### src/rtl/cpu_state_sequencer.sv
// Multi-cycle state sequencer for the MIPS core: FETCH/EXEC/MEM/STALL/HALT control,
// Avalon waitrequest hold-off and one-cycle IR/PC/load commit strobes.
module cpu_state_sequencer #(
    parameter int MULT_CYCLES = 4,
    parameter int DIV_CYCLES  = 32
) (
    input  logic       clk,
    input  logic       reset_n,
    input  logic       waitrequest,
    input  logic [5:0] opcode,
    input  logic [5:0] function_code,
    input  logic       pc_next_zero,
    output logic [2:0] state,
    output logic       ir_wren,
    output logic       pc_wren,
    output logic       load_wren,
    output logic       active
);

    typedef enum logic [2:0] {
        S_FETCH = 3'd0,
        S_MEM   = 3'd1,
        S_EXEC  = 3'd2,
        S_STALL = 3'd3,
        S_HALT  = 3'd4
    } seq_state_e;

    localparam logic [7:0] MULT_N = 8'(MULT_CYCLES);
    localparam logic [7:0] DIV_N  = 8'(DIV_CYCLES);

    seq_state_e state_r;
    seq_state_e state_next_s;
    logic [7:0] cnt_r;
    logic [7:0] cnt_next_s;
    logic       active_r;
    logic       active_next_s;
    logic       ir_s;
    logic       pc_s;
    logic       ld_s;

    function automatic logic is_load(input logic [5:0] op);
        return (op >= 6'd32) && (op <= 6'd38);
    endfunction

    function automatic logic is_mem_op(input logic [5:0] op);
        return is_load(op) || (op == 6'd40) || (op == 6'd41) || (op == 6'd43);
    endfunction

    function automatic logic is_multdiv(input logic [5:0] op, input logic [5:0] fn);
        return (op == 6'd0) && (fn >= 6'd24) && (fn <= 6'd27);
    endfunction

    function automatic logic [7:0] stall_len(input logic [5:0] fn);
        logic [7:0] n;
        case (fn)
            6'd24, 6'd25: n = MULT_N;
            6'd26, 6'd27: n = DIV_N;
            default:      n = 8'd0;
        endcase
        return n;
    endfunction

    // Commit destination: HALT when the retiring instruction jumps to address 0.
    function automatic seq_state_e commit_target(input logic pcz);
        return pcz ? S_HALT : S_FETCH;
    endfunction

    // Next-state, counter and strobe decode from registered state plus live inputs.
    always_comb begin
        state_next_s = state_r;
        cnt_next_s   = cnt_r;
        ir_s         = 1'b0;
        pc_s         = 1'b0;
        ld_s         = 1'b0;
        case (state_r)
            S_FETCH: begin
                if (active_r && !waitrequest) begin
                    ir_s         = 1'b1;
                    state_next_s = S_EXEC;
                end else begin
                    state_next_s = S_FETCH;
                end
            end
            S_EXEC: begin
                if (is_mem_op(opcode)) begin
                    state_next_s = S_MEM;
                end else if (is_multdiv(opcode, function_code) &&
                             (stall_len(function_code) != 8'd0)) begin
                    cnt_next_s   = stall_len(function_code);
                    state_next_s = S_STALL;
                end else begin
                    pc_s         = 1'b1;
                    state_next_s = commit_target(pc_next_zero);
                end
            end
            S_MEM: begin
                if (!waitrequest) begin
                    pc_s         = 1'b1;
                    ld_s         = is_load(opcode);
                    state_next_s = commit_target(pc_next_zero);
                end else begin
                    state_next_s = S_MEM;
                end
            end
            S_STALL: begin
                // A zero count here can only follow corruption; retire rather than wrap.
                if (cnt_r <= 8'd1) begin
                    pc_s         = 1'b1;
                    cnt_next_s   = 8'd0;
                    state_next_s = commit_target(pc_next_zero);
                end else begin
                    cnt_next_s   = cnt_r - 8'd1;
                    state_next_s = S_STALL;
                end
            end
            S_HALT: begin
                state_next_s = S_HALT;
            end
            default: begin
                state_next_s = S_FETCH;
                cnt_next_s   = 8'd0;
            end
        endcase
        if (state_next_s == S_HALT) begin
            active_next_s = 1'b0;
        end else begin
            active_next_s = 1'b1;
        end
    end

    // State, stall counter and run flag registers.
    always_ff @(posedge clk or negedge reset_n) begin
        if (!reset_n) begin
            state_r  <= S_FETCH;
            cnt_r    <= 8'd0;
            active_r <= 1'b0;
        end else begin
            state_r  <= state_next_s;
            cnt_r    <= cnt_next_s;
            active_r <= active_next_s;
        end
    end

    assign state     = state_r;
    assign active    = active_r;
    assign ir_wren   = ir_s & active_r;
    assign pc_wren   = pc_s & active_r;
    assign load_wren = ld_s & active_r;

endmodule

### config.mk
export PLATFORM = sky130hd
export DESIGN_NAME = cpu_state_sequencer
export DESIGN_NICKNAME = d
export VERILOG_FILES = /design/src/rtl/cpu_state_sequencer.sv
export SDC_FILE = /design/constraint.sdc
export NUM_CORES = 1
export LEC_CHECK = 0
export ABC_AREA = 1
export BUFFER_PORTS_ARGS = -buffer_cell sky130_fd_sc_hd__clkbuf_2
export CORE_UTILIZATION = 50
export DETAILED_ROUTE_END_ITERATION = 10
export PLACE_DENSITY = 0.76
export SLEW_MARGIN = 5
export SYNTH_ARGS = -nofsm -noshare
export SYNTH_HDL_FRONTEND = slang
export SYNTH_SLANG_ARGS = --single-unit
### constraint.sdc
create_clock -name clk -period 2.2 [get_ports clk]
set_input_delay 0.33 -clock clk [delete_from_list [all_inputs] [get_ports clk]]
set_output_delay 0.33 -clock clk [all_outputs]
set_load 0.03 [all_outputs]
==> impl.org, run 1 <==
** Timing
- Summed negative setup slack over all endpoints :: 0 ns
- The count of endpoints failing hold in the final timing report was 0.
- Max Clock Freq :: 487.1 MHz
- The max-slew violation count came to 0.
- Minimum clock period :: 2.053 ns
- Fraction of the cycle the final worst path needs :: 93.31%
- Unrepaired setup endpoints after global routing :: false
- Measured against its own limit, the worst slew margin works out to 76.97%.
- Transition time at the pin with the least slew margin :: 0.3423 ns
- Setup violations remaining at the end of the flow were counted as 0.
- Across the routed clock network, the largest skew measured is 0.0006896 ns.

** Global routing
- For this run, the total global-route usage over all layers was measured as 21.72%.
- Initial antenna violation count :: 0
- The first global-routing pass estimated 2.994 mm of wire.
- For this run the aggregate overflow at the end of global routing stands at 0.
- The number of global-route vias before repair was 723.
- Entering global routing, the biggest net connects 13 pins.

** Logic synthesis
- Number of unique standard cell types used by synthesis :: 22
- The portion of synthesized area spent on multiplexers is 0%.
- Counting flops and latches in the post-synthesis netlist gives 12.
- Share of synthesized area occupied by flip-flops and latches :: 34.78%
- The cell area that synthesis handed to floorplanning was 863.3 um^2.
- Post-synthesis net count :: 146
- The synthesized netlist devotes 11.01% of its cell area to compound gates.
- Among all cell types in the netlist, the one instantiated most often is nand2_1.
- Most used DFF post-synth :: dfrtp_1
- Adder and majority cell fraction of the synthesized area :: 2.899%
- Count of flip-flops with a built-in enable after synthesis :: 0
- Summed over all instances, the cell type with the most area after synthesis is dfrtp_1.
- Share of the synthesized netlist area taken by xor and xnor gates :: 3.043%
- Avg Synthesized Cell Area :: 6.745 um^2
- After technology mapping, the gate count stands at 128.
- In the synthesized netlist, the cells that appear most often are nand2_1, nor2_1, inv_1.
- Post-synthesis share of cell area spent on and, or, nand and nor gates :: 39.57%
- Total of warnings raised by yosys :: 0
- Top cell type's share of synthesized area :: 34.78%
- Main combinational cell family by area after synthesis :: simple AND/OR/NAND/NOR gates
- After synthesis, the cell types taking the most area are dfrtp_1, nand2_1, nor2_1, nand3_1, inv_1.
- Async S/R FF share, synth :: 100.0%

** Critical path
- The worst register-to-register path begins at cnt_r[0].
- Number of cells on the worst reg-to-reg path :: 7
- The largest single stage delay on the critical path is 0.42 ns.
- Category of the worst setup path launch point :: flop
- Cell seen most often among critical-path stages :: a21oi_1
- For this design, the slowest cell found on the critical path is dfrtp_1.
- Number of buffers and inverters on the critical path :: 2
- Traced cell by cell, the critical path runs through inv_1, ha_1, nand2_2, a21oi_4, a21oi_1, a21oi_1, clkbuf_2.
- Data arrives at the worst endpoint at 1.72 ns.
- The worst setup path is captured at an output pin.
- Maximum fanout count along the critical path :: 4
- Data on the critical path is required at its endpoint by 1.87 ns.
- The setup path with the least slack is of type reg2out.
- For flop-to-flop paths, the worst setup slack is 0.79 ns.
- Crit-path leading delay family :: flip-flops
- In this run the critical register-to-register path is captured at state[0].

** Placed design
- Number of port buffers :: 21
- Sum of net half-perimeters after detailed placement :: 1.504 mm
- The congestion estimate from routability-driven global placement came to 0.8740.

** Finish
- Of the cells placed in the final design, the portion with a size suffix greater than 1 is 22.73%.
- Fill cells in the final layout number 142.
- Once layout is complete, the utilization of the core stands at 66.37%.
- Diodes inserted :: 0
- Sequential standard cell area :: 300.3 um^2
- Compared with the post-synthesis result, the final layout area differs by 19.85%.
- Summing all multi-input logic gate instances after layout gives 488.0 um^2.
- The final layout contains 173 nets.

** Clocking
- TritonCTS built the clock tree.
- Cells resized by post-CTS repair :: 0
- For this design, the sink count on the clock tree is 12.
- CTS placed an instance of clkbuf_4 at the clock tree root.
- The number of clock buffers added by TritonCTS is 3.
- The clock reaches the later pin of the worst-skew pair after 0.28 ns.
- The longest clock path from root to sink contains 2 buffers.
- After clock tree synthesis, the clock-pin slew on the worst setup and hold paths is 0.08 ns.
- CTS built an H-tree with a depth of 1.

** Routing
- For this block, the initial DRC count from the detailed router was 19.
- Total routed wirelength :: 1.844 mm
- Via-to-Cell Ratio :: 5.135
- Post-route ant nets :: 0
- Mean routed wirelength per cell :: 10.85 um
- In the routed design, unresolved DRC markers number 1.
- Number of iterations in the first detailed-routing pass :: 7
- Overall via count from detail_route :: 873

** Outcome
- The flow ran to the end, but the final reports show violations.
- Failing checks :: design-rule violations

** Power
- Dividing total power by cell area gives a power density of 763.8 nW/um^2.
- IR analysis of the VDD net gives a maximum drop of 0.4653 mV.
- Leakage power of the design :: 0.5702 nW

** Flow run
- Across the run, the number of max-cap violations was 0.

** Min path
- Worst hold path startpoint :: function_code[1]
- Worst min-delay path class :: in2reg
- The worst hold path terminates at cnt_r[5].
- Instance count along the most critical hold path :: 5

** Floorplan
- Pin placement for this block handled 23 I/O pins.
- After floorplanning, the core was divided into 14 placement rows.
- From left edge to right edge, the die measures 43.56 um.
- The core region is 1559 um^2.
- The floorplan step set the die height to 43.56 um.
- Once the floorplan was initialized, standard cells occupied 55.38% of the core.
- The floorplan step defined a die boundary enclosing 1897 um^2.
[power by group]
group | total [mW] | switching, mW | leakage (nW) | internal, mW
Combinational | 0.335 | 0.234 | 0.387 | 0.101
Clock | 0.180 | 0.0794 | 0.0210 | 0.101
Sequential | 0.276 | 0.0282 | 0.162 | 0.247
Total | 0.790 | 0.342 | 0.570 | 0.449
[worst register-to-register path: cells and delay by family (launching register included)]
family                     cells  cell delay, ns
and+or+nand+nor                2            0.18
AOI/OAI and AO/OA              3            0.38
buffers and inverters          1            0.11
adders and majority gates      1            0.20
DFF                            1            0.42
[stage by stage]
| stage | cells | hold WS, ns | power, mW | instance area, um^2 | worst slack, ns |
|---|---|---|---|---|---|
| after global routing | 170 | 0.3956 | 0.8468 | 1035 | 0.02513 |
| after floorplan | 128 | 0.03441 | 0.5137 | 863.3 | 0.1403 |
| after CTS | 170 | 0.3677 | 0.7909 | 1035 | 0.1349 |
| final | 170 | 0.3636 | 0.7904 | 1035 | 0.1472 |
| after global placement | 165 | 0.2261 | 0.6043 | 988.4 | 0.4839 |
| after detailed placement | 165 | 0.2268 | 0.6103 | 988.4 | 0.4458 |
[how the worst max path moves through the flow]
stage | startpoint | end | slack [ns] | depth (start not counted)
floorplan | state[0] | load_wren | 0.14 | 4
global placement | cnt_r[0] | pc_wren | 0.48 | 7
global route | cnt_r[0] | pc_wren | 0.03 | 7
CTS | cnt_r[0] | pc_wren | 0.13 | 7
finish | cnt_r[0] | pc_wren | 0.15 | 7
detailed placement | cnt_r[0] | pc_wren | 0.45 | 7
[state kept, by name, summed over array words and instances (netlist names)]
name and cells:
cnt_r 8, state 3, active 1
[cell type report]
type / instances / share of cell area [%]
timing repair buffer: 22 / 11.12
clock buffer: 4 / 3.507
multi-input combinational: 96 / 47.16
tap: 16 / 1.935
inverter: 20 / 7.255
sequential: 12 / 29.02
[repair_timing]
| item | CTS | global route |
|---|---|---|
| hold buffers | 1 | 0 |
| buffers inserted | 0 | 0 |
| hold endpoints to repair | 12 | 0 |
[placed cells by master, fill, tap and decap left out, types with 2 or more instances in the layout]
master,count
nand2_1,32
clkbuf_2,21
nor2_1,18
inv_1,17
nand3_1,13
dfrtp_1,12
o21ai_1,6
a21oi_1,4
nand4_1,4
nor2_2,3
inv_2,3
clkbuf_4,3
nand3b_1,2
nor4_1,2
xor2_1,2
ha_1,2
[cell families (layout without fill, tap and decap cells)]
group	Yosys count	after routing
adder cells (fa/ha/maj)	2	2
AND/OR/NAND/NOR	76	76
flip-flops	12	12
XOR/XNOR	3	3
buffers and inverters	20	46
AO/OA/AOI/OAI	15	15
[per-layer routing]
metal | track usage (%) | vias up | part of all wire (%)
met5 | 0 | - | 0
li1 | - | 466 | -
met4 | 8.750 | 0 | 1.0
met3 | 6.250 | 2 | 4.2
met1 | 30.45 | 387 | 49
met2 | 31.34 | 18 | 45
Power figures use the tool's default switching activity.
==> run 2, diff against run 1 <==
--- a/config.mk
+++ b/config.mk
@@ -7,9 +7,8 @@
 export LEC_CHECK = 0
 export ABC_AREA = 1
 export BUFFER_PORTS_ARGS = -buffer_cell sky130_fd_sc_hd__clkbuf_2
-export CORE_UTILIZATION = 50
+export CORE_UTILIZATION = 35
 export DETAILED_ROUTE_END_ITERATION = 10
-export PLACE_DENSITY = 0.76
 export SLEW_MARGIN = 5
 export SYNTH_ARGS = -nofsm -noshare
 export SYNTH_HDL_FRONTEND = slang
==> impl.org, run 2 (same netlist as run 1, synthesis figures left out) <==
** Critical path
- Crit path capture type :: output pin (unchanged)
- Setup CP Type :: reg2out (unchanged)
- The startpoint class of the critical path is a flop (unchanged).
- The required time at the endpoint of the critical path was 1.87 ns (about the same).
- Arrival @ worst endpoint :: 1.70 ns (was 1.72 ns)
- Maximum fanout count along the critical path :: 4 (unchanged)

** Timing
- The setup TNS after final layout came to 0 ns (unchanged).
- Fraction of the cycle the final worst path needs :: 92.45% (was 93.31%)
- The final setup violation count was 0 (unchanged).
- Transition time at the pin with the least slew margin :: 0.4154 ns (was 0.3423 ns)
- Worst clock skew on the final layout :: 0.002552 ns (was 0.0006896 ns)
- Max Clock Freq :: 491.7 MHz (was 487.1 MHz)
- The max-slew headroom at the worst pin was 72.05% (was 76.97%).
- The count of endpoints failing hold in the final timing report is 0 (unchanged).
- Final Max Tran Viols :: 0 (unchanged)
- Unrepaired setup endpoints after global routing: false (unchanged).
- Minimum clock period :: 2.034 ns (was 2.053 ns)

** Floorplan
- The die outline height came to 51.67 um (was 43.56 um).
- Site Rows :: 17 (was 14)
- The placeable core area is 2276 um^2 (was 1559 um^2).
- The die outline area was 2669 um^2 (was 1897 um^2).
- Initial cell density of the core :: 37.93% (was 55.38%)
- Die Width :: 51.67 um (was 43.56 um)
- The I/O pin total was 23 (unchanged).

** Routing
- Via-to-Cell Ratio :: 4.829 (was 5.135)
- The overall via count from detail_route came to 874 (was 873).
- The routed wirelength normalized by instance count was 10.54 um (was 10.85 um).
- Number of remaining DRC errors :: 0 (was 1)
- The DRC violation total after the first TritonRoute iteration was 33 (was 19).
- Post-route ant nets :: 0 (unchanged)
- Total routed wirelength :: 1.907 mm (was 1.844 mm)
- Number of iterations in the first detailed-routing pass :: 4 (was 7)

** Global routing
- The overall fraction of global-route tracks in use came to 16.58% (was 21.72%).
- The maximum number of pins on one net before global-route repair was 13 (unchanged).
- The number of global-route vias before repair is 768 (was 723).
- The global route total overflow came to 0 (unchanged).
- The number of antenna violations at the first check in global routing was 0 (unchanged).
- First-pass GRT wire length :: 3.249 mm (was 2.994 mm)

** Finish
- The number of flip-flops in the largest register came to 8 (unchanged).
- Area grow syn2layout :: 20.00% (was 19.85%)
- Share of layout cells above drive strength 1 :: 22.22% (was 22.73%)
- Commonest cells after routing, fill and taps aside: nand2_1, clkbuf_2, nor2_1 (unchanged).
- The most common cell after layout, fill and taps aside was nand2_1 (unchanged).
- Diodes inserted :: 0 (unchanged)
- The number of nets in the finished design is 173 (unchanged).
- Non-filler instance count after layout :: 181 (was 170)
- Most flop-heavy register :: cnt_r (unchanged)

** Clocking
- Cells resized by post-CTS repair :: 0 (unchanged)
- The number of buffers added to fix hold violations after cts came to 1 (unchanged).
- Root buf cell :: clkbuf_4 (unchanged)
- The total CTS buffers came to 3 (unchanged).
- Clk Latency, worst-skew pair :: 0.26 ns (was 0.28 ns)
- The TritonCTS clock tree was yes (unchanged).
- Number of H-tree levels :: 1 (unchanged)
- The clock-pin slew of the registers on the worst-case setup and hold paths is 0.07 ns (was 0.08 ns).
- The number of clock sinks is 12 (unchanged).
- The number of buffers on the longest clock path was 2 (unchanged).
- Total setup buffers inserted after CTS :: 0 (unchanged)

** Placed design
- GPL Wtd Cong :: 0.7760 (was 0.8740)
- The total half-perimeter wirelength after legalization and detailed placement came to 1.549 mm (was 1.504 mm).
- The post-placement cell count was 177 (was 165).
- Number of port buffers :: 21 (unchanged)

** Power
- The power density of the placed cells is 713.4 nW/um^2 (was 763.8 nW/um^2).
- The overall power after layout was 0.7391 mW (was 0.7904 mW).
- The switching power as a share of total power was 44.28% (was 43.21%).
- The maximum vdd ir drop is 0.5095 mV (was 0.4653 mV).
- The part of the power in combinational logic came to 45.7% (was 42.4%).
- Internal :: 0.4118 mW (was 0.4488 mW)
- Leakage power of the design :: 0.5630 nW (was 0.5702 nW)
- Switching power of the nets :: 0.3273 mW (was 0.3415 mW)
- Clock network fraction of design power :: 17.2% (was 22.8%)
- The sequential power share is 37.1% (was 34.9%).

** Flow run
- Number of max-cap violations :: 0 (unchanged)

** Outcome
- Result of the run: finished, final reports clean (was finished with violations).

** Min path
- Worst min-delay path class :: in2reg (unchanged)
-- run 2: changes by cell type in the layout (fill, tap and decap cells not counted) --
cell | previous run | this run
clkbuf_8 | 1 | 0
-- run 2: path summary, 6_finish.rpt --
path,slack [ns],depth (start not counted),endpoint,from
hold reg to reg,0.50,1,cnt_r[0],cnt_r[0]
max in group asynchronous,1.48,2,state[2],reset_n
setup reg to reg,0.80,7,state[0],cnt_r[0]
setup / recovery,0.17,7,pc_wren,cnt_r[0]
min in group asynchronous,0.48,2,cnt_r[2],reset_n
hold / removal,0.38,3,state[0],waitrequest
-- run 2: worst max-delay path: stages (launching register included) --
cell and delay [ns]:
dfrtp_1 0.40, inv_1 0.10, ha_1 0.20, nand2_2 0.10
a21oi_4 0.19, a21oi_1 0.09, a21oi_1 0.14, clkbuf_2 0.22
-- run 2: power by group through the flow --
stage,logic [mW],clock network [mW],registers (mW)
6_report,0.338,0.127,0.274
3_5_place_dp,0.337,0,0.278
5_1_grt,0.375,0.145,0.278
2_1_floorplan,0.192,0,0.322
4_1_cts,0.340,0.134,0.274
3_3_place_gp,0.334,0,0.278
-- run 2: layout make-up --
type / instances / area (um^2)
fillers: 235 / 1240
repair buffers: 22 / 115.1
well taps: 28 / 35.03
flip-flops and latches: 12 / 300.3
clock buffers: 3 / 22.52
multi-input cells: 96 / 488.0
inverters: 20 / 75.07
-- run 2: per-stage QoR --
step           utilization [%]  hold slack, ns  worst slack (ns)  area [um^2]
2_1_floorplan                -         0.03441            0.1403        863.3
3_3_place_gp             44.09          0.2361            0.4759         1003
3_5_place_dp             44.09          0.2341            0.4645         1003
4_1_cts                  45.52          0.3646            0.1612         1036
5_1_grt                  45.52          0.3663           0.03367         1036
6_report                 45.52          0.3760            0.1661         1036
-- run 2: routing by layer --
| metal | wire length [um] | part of all wire, % | global-route usage, % | vias up |
|---|---|---|---|---|
| met3 | 90 | 4.7 | 5.263 | 2 |
| met1 | 931 | 49 | 21.53 | 384 |
| met2 | 872 | 46 | 26.41 | 17 |
| met5 | 0 | 0 | 0 | - |
| li1 | - | - | - | 471 |
| met4 | 12 | 0.63 | 4.505 | 0 |
==> run 3, diff against run 2 <==
--- a/config.mk
+++ b/config.mk
@@ -9,7 +9,8 @@
 export BUFFER_PORTS_ARGS = -buffer_cell sky130_fd_sc_hd__clkbuf_2
 export CORE_UTILIZATION = 35
 export DETAILED_ROUTE_END_ITERATION = 10
-export SLEW_MARGIN = 5
+export MAX_ROUTING_LAYER = met4
+export SLEW_MARGIN = 20
 export SYNTH_ARGS = -nofsm -noshare
 export SYNTH_HDL_FRONTEND = slang
 export SYNTH_SLANG_ARGS = --single-unit
==> impl.org, run 3 (same netlist as run 1, synthesis figures left out) <==
** Finish
- Commonest cells after routing, fill and taps aside :: nand2_1, clkbuf_2, nor2_1 (unchanged)
- The most common cell after layout, fill and taps aside is nand2_1 (unchanged).
- The area added between synthesis and finish is 20.00% (unchanged).
- Diodes inserted :: 0 (unchanged)
- The number of fill cells came to 235 (unchanged).
- Share of layout cells above drive strength 1 :: 22.22% (unchanged)
- The final core area utilization came to 45.52% (unchanged).
- The register name with the most flops is cnt_r (unchanged).
- The number of nets in the finished design came to 173 (unchanged).
- The number of flip-flops in the largest register was 8 (unchanged).

** Placed design
- Sum of net half-perimeters after detailed placement :: 1.549 mm (unchanged)
- Number of port buffers :: 21 (unchanged)
- GPL Wtd Cong :: 0.7866 (was 0.7760)

** Min path
- The kind of path behind the tightest hold check is in2reg (unchanged).

** Critical path
- The type of the worst setup path is reg2out (unchanged).
- The critical-path cell with the highest stage delay was dfrtp_1 (unchanged).
- The worst-path maximum fanout came to 4 (unchanged).
- Crit-path cells: inv_1, ha_1, nand2_2, a21oi_4, a21oi_1, a21oi_1, clkbuf_2 (unchanged).
- The nature of the critical path endpoint is an output pin (unchanged).
- Arrival @ worst endpoint :: 1.70 ns (about the same)
- Category of the worst setup path launch point :: flop (unchanged)
- The delay of the slowest critical-path stage came to 0.40 ns (about the same).
- Number of buffers and inverters on the critical path :: 2 (unchanged)
- The required time at the endpoint of the critical path came to 1.87 ns (about the same).
- Cell seen most often among critical-path stages :: a21oi_1 (unchanged)
- The cell class contributing the biggest share of worst-path delay is compound AO/OA/AOI/OAI gates (unchanged).

** Power
- Total design power :: 0.7387 mW (was 0.7391 mW)
- The maximum vdd ir drop came to 0.5101 mV (was 0.5095 mV).
- Leakage power of the design :: 0.5630 nW (unchanged)
- Power Dens Cells :: 713.0 nW/um^2 (was 713.4 nW/um^2)

** Global routing
- The number of global-route vias before repair is 768 (unchanged).
- The global route total overflow came to 0 (unchanged).
- Total routing resource utilization after global routing :: 17.09% (was 16.58%)
- The number of antenna violations at the first check in global routing is 0 (unchanged).
- The wire length of the first global-routing pass is 3.256 mm (was 3.249 mm).
- Maximum number of pins on one net before global-route repair :: 13 (unchanged)

** Clocking
- The total number of H-tree levels is 1 (unchanged).
- The insertion delay to the later sink of the worst-skew pair is 0.27 ns (was 0.26 ns).
- CTS Sinks :: 12 (unchanged)
- Root buf cell :: clkbuf_4 (unchanged)
- CTS tree :: yes (unchanged)
- The number of gates given a new drive strength after cts came to 0 (unchanged).
- Total CTS buffers :: 3 (unchanged)
- Clock-pin slew on the worst setup and hold paths :: 0.07 ns (about the same)
- The number of setup buffers added after CTS was 0 (unchanged).
- The number of buffers on the longest clock path is 2 (unchanged).

** Timing
- Unrepaired setup endpoints after global routing: false (unchanged).
- Minimum clock period :: 2.030 ns (was 2.034 ns)
- Transition time at the pin with the least slew margin :: 0.4049 ns (was 0.4154 ns)
- Worst rel slew slack :: 72.76% (was 72.05%)
- The setup TNS after final layout is 0 ns (unchanged).
- The share of the clock period used by the worst path is 92.28% (was 92.45%).
- Final Max Tran Viols :: 0 (unchanged)
- The final setup violation count is 0 (unchanged).
- Max Clock Freq :: 492.5 MHz (was 491.7 MHz)
- The final clock skew is 0.002546 ns (was 0.002552 ns).
- The count of endpoints failing hold in the final timing report was 0 (unchanged).

** Floorplan
- The starting utilization of the core area came to 37.93% (unchanged).
- DIE HEIGHT :: 51.67 um (unchanged)
- Die area :: 2669 um^2 (unchanged)
- The cell row count is 17 (unchanged).
- Core Box Area :: 2276 um^2 (unchanged)
- Die Width :: 51.67 um (unchanged)
- I/O pin count :: 23 (unchanged)

** Routing
- The number of optimization iterations in the first detailed-route pass was 4 (unchanged).
- Number of remaining DRC errors :: 0 (unchanged)
- The number of nets still failing antenna checks after routing was 0 (unchanged).
- Overall via count from detail_route :: 877 (was 874)
- Via-to-Cell Ratio :: 4.845 (was 4.829)
- The DRC violation total after the first TritonRoute iteration was 28 (was 33).
- The routed wirelength normalized by instance count is 10.45 um (was 10.54 um).
- The routed wire length came to 1.891 mm (was 1.907 mm).

** Outcome
- Result of the run :: finished, final reports clean (unchanged)

** Flow run
- The max-cap check violation count came to 0 (unchanged).
run 3: where the power goes:
group	total, mW	switching, mW	leakage [nW]	internal [mW]
clock network	0.128	0.0646	0.0138	0.0633
logic	0.336	0.235	0.387	0.101
registers	0.274	0.0268	0.162	0.248
total	0.739	0.327	0.563	0.412
run 3: worst paths after layout:
| kind | from | to | slack, ns | depth (start not counted) |
|---|---|---|---|---|
| setup / recovery | cnt_r[0] | pc_wren | 0.17 | 7 |
| hold / removal | waitrequest | state[0] | 0.37 | 3 |
| setup reg to reg | cnt_r[0] | state[0] | 0.81 | 7 |
| hold reg to reg | cnt_r[0] | cnt_r[0] | 0.50 | 1 |
| max in group asynchronous | reset_n | state[2] | 1.48 | 2 |
| min in group asynchronous | reset_n | cnt_r[2] | 0.48 | 2 |
run 3: through the flow:
stage	hold WS [ns]	area, um^2	setup slack [ns]	cells
after floorplan	0.03441	863.3	0.1403	128
after global placement	0.2361	1003	0.4759	177
after detailed placement	0.2341	1003	0.4645	177
after CTS	0.3646	1036	0.1612	181
after global routing	0.3663	1036	0.03367	181
final	0.3707	1036	0.1697	181
run 3: layout make-up:
type / count / area (um^2) / share of cell area [%]
Tap cell: 28 / 35.03 / 3.382
Inverter: 20 / 75.07 / 7.246
Timing Repair Buffer: 22 / 115.1 / 11.11
Multi-Input combinational cell: 96 / 488.0 / 47.10
Clock buffer: 3 / 22.52 / 2.174
Sequential cell: 12 / 300.3 / 28.99
run 3: timing repair:
| item | 4_1_cts | 5_1_grt |
|---|---|---|
| hold endpoints to repair | 12 | 0 |
| endpoints found under the setup margin | 0 | 0 |
| hold buffers | 1 | 0 |
run 3: per-layer routing:
| metal | up-vias | track usage, % | wire length (um) |
|---|---|---|---|
| met5 | - | - | 0 |
| met3 | 2 | 5.263 | 102 |
| li1 | 468 | - | - |
| met1 | 386 | 21.72 | 913 |
| met4 | 0 | 4.505 | 12 |
| met2 | 21 | 26.41 | 864 |
run 3: worst register-to-register path, stage by stage (launching register included):
cell and delay, ns:
dfrtp_1 0.40, inv_1 0.10, ha_1 0.20, nand2_2 0.10, a21oi_4 0.18, nor2_2 0.07
a21oi_1 0.13, o21ai_1 0.08
